[src/rtl/bcd_counter_mux.sv]
// rtl/bcd_counter_mux.sv - parametrised BCD up/down counter with hold snapshot and BCD/Gray pair readout
module bcd_counter_mux #(
    parameter int DIGITS = 12,
    parameter int SEL_W  = 5
) (
    input  logic                  i_clk,
    input  logic                  i_rst,
    input  logic                  i_en,
    input  logic                  i_up,
    input  logic                  i_load,
    input  logic [4*DIGITS-1:0]   i_init,
    input  logic                  i_hold,
    input  logic [SEL_W:0]        i_sel,
    output logic [7:0]            o_cnt,
    output logic                  o_wrap,
    output logic                  o_zero
);
    localparam int W = 4 * DIGITS;

    logic [W-1:0]     cnt;
    logic [W-1:0]     snap;
    logic [W-1:0]     cnt_step;
    logic [W-1:0]     cnt_load;
    logic [W-1:0]     cnt_next;
    logic             carry;
    logic             wrap_next;
    logic [3:0]       step_d;
    logic [3:0]       load_d;
    logic [3:0]       lo;
    logic [3:0]       hi;
    logic [SEL_W-1:0] pair;
    logic             gray;

    // Ripple the carry/borrow through every digit; a carry out of the top digit is a full wrap.
    always_comb begin
        cnt_step = cnt;
        carry    = 1'b1;
        step_d   = 4'd0;
        for (int k = 0; k < DIGITS; k++) begin
            step_d = cnt[4*k +: 4];
            if (carry) begin
                if (i_up) begin
                    if (step_d >= 4'd9) begin
                        cnt_step[4*k +: 4] = 4'd0;
                    end else begin
                        cnt_step[4*k +: 4] = step_d + 4'd1;
                        carry = 1'b0;
                    end
                end else begin
                    if (step_d == 4'd0) begin
                        cnt_step[4*k +: 4] = 4'd9;
                    end else begin
                        cnt_step[4*k +: 4] = step_d - 4'd1;
                        carry = 1'b0;
                    end
                end
            end
        end
    end

    always_comb begin
        cnt_load = '0;
        load_d   = 4'd0;
        for (int k = 0; k < DIGITS; k++) begin
            load_d = i_init[4*k +: 4];
            cnt_load[4*k +: 4] = (load_d > 4'd9) ? 4'd9 : load_d;
        end
    end

    always_comb begin
        cnt_next  = cnt;
        wrap_next = 1'b0;
        if (i_load) begin
            cnt_next = cnt_load;
        end else if (i_en) begin
            cnt_next  = cnt_step;
            wrap_next = carry;
        end
    end

    // snap follows the next count so an unheld readout shows the value from the same edge.
    always_ff @(posedge i_clk or posedge i_rst) begin
        if (i_rst) begin
            cnt    <= '0;
            snap   <= '0;
            o_wrap <= 1'b0;
        end else begin
            cnt    <= cnt_next;
            o_wrap <= wrap_next;
            if (!i_hold) begin
                snap <= cnt_next;
            end
        end
    end

    assign pair = i_sel[SEL_W-1:0];
    assign gray = i_sel[SEL_W];

    always_comb begin
        lo = 4'd0;
        hi = 4'd0;
        for (int k = 0; k < DIGITS; k++) begin
            if (k == 2 * int'(pair)) begin
                lo = snap[4*k +: 4];
            end
            if (k == 2 * int'(pair) + 1) begin
                hi = snap[4*k +: 4];
            end
        end
    end

    assign o_cnt  = gray ? {hi ^ (hi >> 1), lo ^ (lo >> 1)} : {hi, lo};
    assign o_zero = (cnt == '0);
endmodule

[config.mk]
export PLATFORM = sky130hd
export DESIGN_NAME = bcd_counter_mux
export DESIGN_NICKNAME = d
export VERILOG_FILES = /design/src/rtl/bcd_counter_mux.sv
export SDC_FILE = /design/constraint.sdc
export NUM_CORES = 1
export LEC_CHECK = 0
export ABC_AREA = 1
export CAP_MARGIN = 5
export CORE_ASPECT_RATIO = 0.8
export CORE_UTILIZATION = 59
export CTS_CLUSTER_SIZE = 12
export DETAILED_ROUTE_END_ITERATION = 10
export PLACE_DENSITY = 0.82
export SLEW_MARGIN = 20
export SYNTH_ARGS = -nofsm -noshare
export SYNTH_HDL_FRONTEND = slang
export SYNTH_SLANG_ARGS = --single-unit
[constraint.sdc]
create_clock -name i_clk -period 4.04 [get_ports i_clk]
set_input_delay 0.808 -clock i_clk [delete_from_list [all_inputs] [get_ports i_clk]]
set_output_delay 0.808 -clock i_clk [all_outputs]
set_load 0.005 [all_outputs]
== Yosys cells after proc, flatten, opt, wreduce, memory -nomap -nowiden ==
Index checks and enable logic that the tools add are counted.

* Register bits after elaboration: 97
* Input bits: 60
* Word-level logic and storage cells: 214

* $add $sub $neg: 25
* Order comparisons: 24
* Equality and inequality tests: 16
* Mux-type cells: 129
* Bitwise gates (word level): 2
* Reductions and logical operators: 15

{| class="wikitable"
|+ Operators by type and width
! kind !! count
|-
| 2-to-1 mux 4 bit || 77
|-
| == test 4 x 32 -> 1 bit, first input constant || 4
|-
| == test 5 x 32 -> 1 bit, first input constant || 3
|-
| 2-to-1 mux 48 bit || 2
|-
| == test 3 x 32 -> 1 bit, first input constant || 2
|-
| logical NOT 32 bit || 2
|-
| 2-to-1 mux 1 bit || 49
|-
| adder 4 x 1 -> 4 bit, second input constant || 12
|-
| >= comparator 4 bit, second input constant || 12
|-
| greater-than comparator 4 bit, second input constant || 12
|-
| logical NOT 4 bit || 12
|-
| logical NOT 48 bit || 1
|-
| subtractor 4 x 1 -> 4 bit, second input constant || 12
|-
| == test 2 x 32 -> 1 bit, first input constant || 1
|-
| == test 3 x 5 -> 1 bit, first input constant || 2
|-
| == test 4 x 5 -> 1 bit, first input constant || 2
|-
| 2-to-1 mux 8 bit || 1
|-
| XOR 4 x 3 -> 4 bit || 2
|-
| adder 6 x 1 -> 7 bit, second input constant || 1
|-
| == test 4 x 7 -> 1 bit, first input constant || 1
|-
| == test 2 x 5 -> 1 bit, first input constant || 1
|}

== Depth between registers and ports, before layout ==
* Depth after elaboration: 16
* Gate-level depth with buffers: 17
* Depth with buffers taken out: 17

== Worst setup path before layout ==
OpenSTA, ideal clock, no wires.

* Path kind: input to output
* Start point: in i_sel[4]
* End point: out o_cnt[5]
* Arrival time: 1888 ps
* Path slack: 1344 ps
* Cell stages on the path: 7
* Path buffers: 0
* Path through: nor2_1 nand2_1 nor2_1 nand2_1 nand4_1 nand2_1 xnor2_1

* Longest elaborated chain between the ends: 16
* Elaborated cells between the ends (all ways): 27
* Classes of those cells: add/sub (1); eq/ne (11); mux (13); bitwise (1); reduce/logical (1)

{| class="wikitable"
|+ RTL lines
! what !! line !! RTL
|-
| from (decl) || 13 || <nowiki>input logic [SEL_W:0] i_sel,</nowiki>
|-
| adder 6 x 1 -> 7 bit * || 106 || <nowiki>if (k == 2 * int'(pair) + 1) begin</nowiki>
|-
| logical NOT 32 bit || 106 ||
|-
| 2-to-1 mux 4 bit (11 in series) || 106 ||
|-
| 2-to-1 mux 4 bit * || 106 ||
|-
| XOR 4 x 3 -> 4 bit || 112 || <nowiki>assign o_cnt = gray ? {hi ^ (hi >> 1), lo ^ (lo >> 1)} : {hi, lo};</nowiki>
|-
| 2-to-1 mux 8 bit * || 112 ||
|-
| to (decl) || 14 || <nowiki>output logic [7:0] o_cnt,</nowiki>
|}

Mark *: on every way between the ends. The rest lies on a longest branch, timed or not.

== Final worst setup path ==
* Start point: in i_sel[3]
* End point: out o_cnt[2]

* Longest elaborated chain between the ends: 9
* Elaborated cells between the ends (all ways): 14
* Classes of those cells: eq/ne (5); mux (7); bitwise (1); reduce/logical (1)

{| class="wikitable"
|+ RTL lines
! what !! line !! RTL
|-
| logical NOT 32 bit || 103 || <nowiki>if (k == 2 * int'(pair)) begin</nowiki>
|-
| 2-to-1 mux 4 bit (5 in series) || 103 ||
|-
| 2-to-1 mux 4 bit * || 103 ||
|-
| XOR 4 x 3 -> 4 bit || 112 ||
|-
| 2-to-1 mux 8 bit * || 112 ||
|}

Marks and branches as above.

==> flow_metrics.env <==
export IMPL_htreeDepth=3
export IMPL_critical_path_endpoint_type="output pin"
export IMPL_ant_nets=0
export IMPL_grt_max_degree=51
export IMPL_area_growth_syn_to_layout_pct=15.6
export IMPL_rsz0062_at_grt="no"
export IMPL_numCtsBuffers=9
export IMPL_clk_path_buf_depth=2
export IMPL_dr_pass1_iters=8
export IMPL_drive_gt1_frac=0.0824
export IMPL_yosysTopAreaCell="dfrtp_1"
export IMPL_leakagePower_nw=4.01
export IMPL_num_vias=7108
export IMPL_multiInputGateArea_mm2=0.00414
export IMPL_cp_arrival_ns=3.01
export IMPL_hold_violations=0
export IMPL_avgSynthCellArea_um2=7.03
export IMPL_min_path_type="flip-flop to flip-flop"
export IMPL_power_density_mw_per_mm2=335
export IMPL_synth_seq_cells=97
export IMPL_viasPerCell=5.79
export IMPL_synthTopCellsByArea="dfrtp_1, nand2_1, nand3_1"
export IMPL_grt_pass1_vias=6429
export IMPL_core_area_mm2=0.0116
export IMPL_finalCriticalPeriod_ns=3.82
export IMPL_final_nets=1171
export IMPL_finalSetupViolCount=0
export IMPL_antenna_found_initial=0
export IMPL_slew_limit_headroom=0.581
export IMPL_status="complete, but fails checks"
export IMPL_synthArstFlopShare=1.00
export IMPL_gp_congestion=0.984
export IMPL_clk_latency_ns=0.34
export IMPL_synth_fp_nets=1112
export IMPL_maxSlewViolCount=0
export IMPL_cp_max_fo=7
export IMPL_cts_root_buf="clkbuf_16"
export IMPL_nFillCells=970
export IMPL_min_path_cells=2
export IMPL_row_count=35
export IMPL_initial_utilization=0.614
export IMPL_dp_cells=1212
export IMPL_wl_per_cell_um=15.7
export IMPL_synth_cell_type_count=48
export IMPL_min_from="snap[6]$_DFFE_PP0N_"
export IMPL_period_share=0.945
export IMPL_synth_edf_count=0
export IMPL_boundaryPins=70
export IMPL_fin_setup_tns_ns=0
export IMPL_synthCells=1016
export IMPL_antenna_cells=0
export IMPL_violations="design-rule violations"
export IMPL_post_dp_hpwl_mm=14.8
export IMPL_start_kind="input pin"
export IMPL_min_to="snap[6]$_DFFE_PP0N_"
export IMPL_fp_dieArea_mm2=0.0126
export IMPL_required_ns=3.23
export IMPL_regToRegSetupSlack_ns=1.30
export IMPL_drc=8
export IMPL_max_freq_mhz=262
export IMPL_ys_seq_area_frac=0.340
export IMPL_cts_setup_buffers=0
export IMPL_grt_use_total=0.321
export IMPL_synth_warnings=0
export IMPL_cts_tree="yes"
export IMPL_rr_worst_depth=16
export IMPL_r2r_start="cnt[0]$_DFF_PP0_"
export IMPL_die_w_um=125
export IMPL_r2r_end="snap[30]$_DFFE_PP0N_"
export IMPL_clock_sinks=97
export IMPL_finalClockSkew_ns=0.00867
export IMPL_die_h_um=100
export IMPL_peakVddDrop_mv=0.241
export IMPL_synth_area_mm2=0.00715
export IMPL_synthFlopType="dfrtp_1"
export IMPL_maxCapViolCount=0
export IMPL_drt_iter0_markers=565
export IMPL_portBuffers=69
export IMPL_stdcell_count=1228
export IMPL_critical_path_class="input pin to output pin"
export IMPL_grt_overflow=0
export IMPL_regArea_mm2=0.00243
export IMPL_cts_clk_slew_worst_paths_ns=0.07
export IMPL_tightest_slew_ns=0.628
export IMPL_grt_pass1_wl_mm=31.6
export IMPL_routed_wl_mm=19.3
export IMPL_synth_top_area_frac=0.340
export IMPL_final_core_util=0.709
-- cells by family after synthesis --
logic type	count (synthesis)	synth area share
compound gates	176	0.140
xor+xnor	31	0.0380
fa+ha+maj	36	0.0630
buf+inv	143	0.0828
flops	97	0.340
simple gates	533	0.336
-- state kept, by name (all words and copies together) (netlist names) --
signal and flops:
o_wrap 1, snap 48, cnt 48
-- routing by layer --
metal,part of all wire,GRT usage,vias up
met1,0.48,0.474,3331
met3,0.088,0.0602,12
met4,0.0065,0.0507,0
li1,-,-,3476
met5,0,0,-
met2,0.43,0.498,289
-- synthesized netlist by cell type (4+ instances only) --
cell	instances
nand2_1	303
inv_1	98
dfrtp_1	97
nand3_1	95
o21ai_0	92
nor2_1	65
ha_1	36
a21oi_1	30
xnor2_1	17
nand4_1	15
xor2_1	14
clkbuf_1	13
inv_2	13
nand2_2	13
o22ai_1	13
buf_2	10
nand3b_1	10
o211ai_1	9
nor2_2	8
a31oi_1	6
o221ai_1	6
nand3_2	5
nand2_4	4
o21a_1	4
o21ai_2	4
-- per-stage QoR --
stage	setup slack, ns	cell area, µm²	total power [mW]	hold WS, ns
global placement	0.197	7930	1.86	0.472
finish	0.223	8260	2.77	0.492
detailed placement	0.149	7930	1.87	0.475
CTS	0.129	8250	2.76	0.490
global route	0.0414	8260	2.91	0.507
floorplan	0.698	7150	1.64	0.441
-- worst max-delay path: stages --
cell and delay [ns]:
clkdlybuf4s50_1 0.43, nor2_2 0.28, nand3_1 0.26, o221ai_1 0.28, a21oi_1 0.08, nand3_1 0.12
nand2_1 0.09, xnor2_1 0.14, clkdlybuf4s50_1 0.52
-- worst max path at each step --
stage                       endpoint  slack (ns)      from  cells after the start
floorplan           cnt[0]$_DFF_PP0_        0.70     i_rst                      1
global placement            o_cnt[0]        0.20  i_sel[4]                      9
detailed placement          o_cnt[2]        0.15  i_sel[3]                      9
CTS                         o_cnt[2]        0.13  i_sel[3]                      9
global route                o_cnt[0]        0.04  i_sel[3]                      9
finish                      o_cnt[2]        0.22  i_sel[3]                      9
-- layout by cell type, fill, tap and decap left out, types with 2 or more instances in the layout --
cell type,synthesis,final
nand2_1,303,303
o21ai_0,92,92
o211ai_1,9,9
nor4_1,3,3
xnor2_1,17,17
inv_1,98,96
clkdlybuf4s50_1,0,68
o22ai_1,13,13
a21oi_1,30,30
buf_4,2,8
nand4_1,15,15
nand3_1,95,94
nor2_4,3,3
o21ai_1,3,3
nor2_1,65,61
o221ai_1,6,6
inv_2,13,14
nor2_8,2,2
xor2_1,14,14
clkbuf_16,0,9
o31ai_1,2,2
nor3_1,2,2
and2_1,2,2
a31oi_1,6,6
clkinv_4,0,2
o21a_1,4,4
ha_1,36,36
nand2_4,4,4
nor2_2,8,12
nand3b_1,10,10
nand3_2,5,6
clkinv_2,1,2
o21ai_2,4,4
nand2_2,13,13
clkbuf_8,0,2
dfrtp_1,97,97
-- area by class of cell --
type,instances,share of cell area
Tap cell,148,0.0224
Clock buffer,11,0.0306
Timing Repair Buffer,78,0.0927
Sequential cell,97,0.294
Clock inverter,5,0.00742
Multi-Input combinational cell,776,0.501
Inverter,113,0.0518
-- timing repair --
| action | 4_1_cts | 5_1_grt |
|---|---|---|
| hold buffers | 0 | 0 |
| gates resized for setup | 0 | 5 |
| endpoints found under the setup margin | 0 | 6 |
-- power breakdown --
| group | internal (mW) | switching (mW) |
|---|---|---|
| logic | 0.271 | 0.440 |
| clock network | 0.517 | 0.374 |
| registers | 1.07 | 0.0951 |
(Power assumes the default switching activity.)
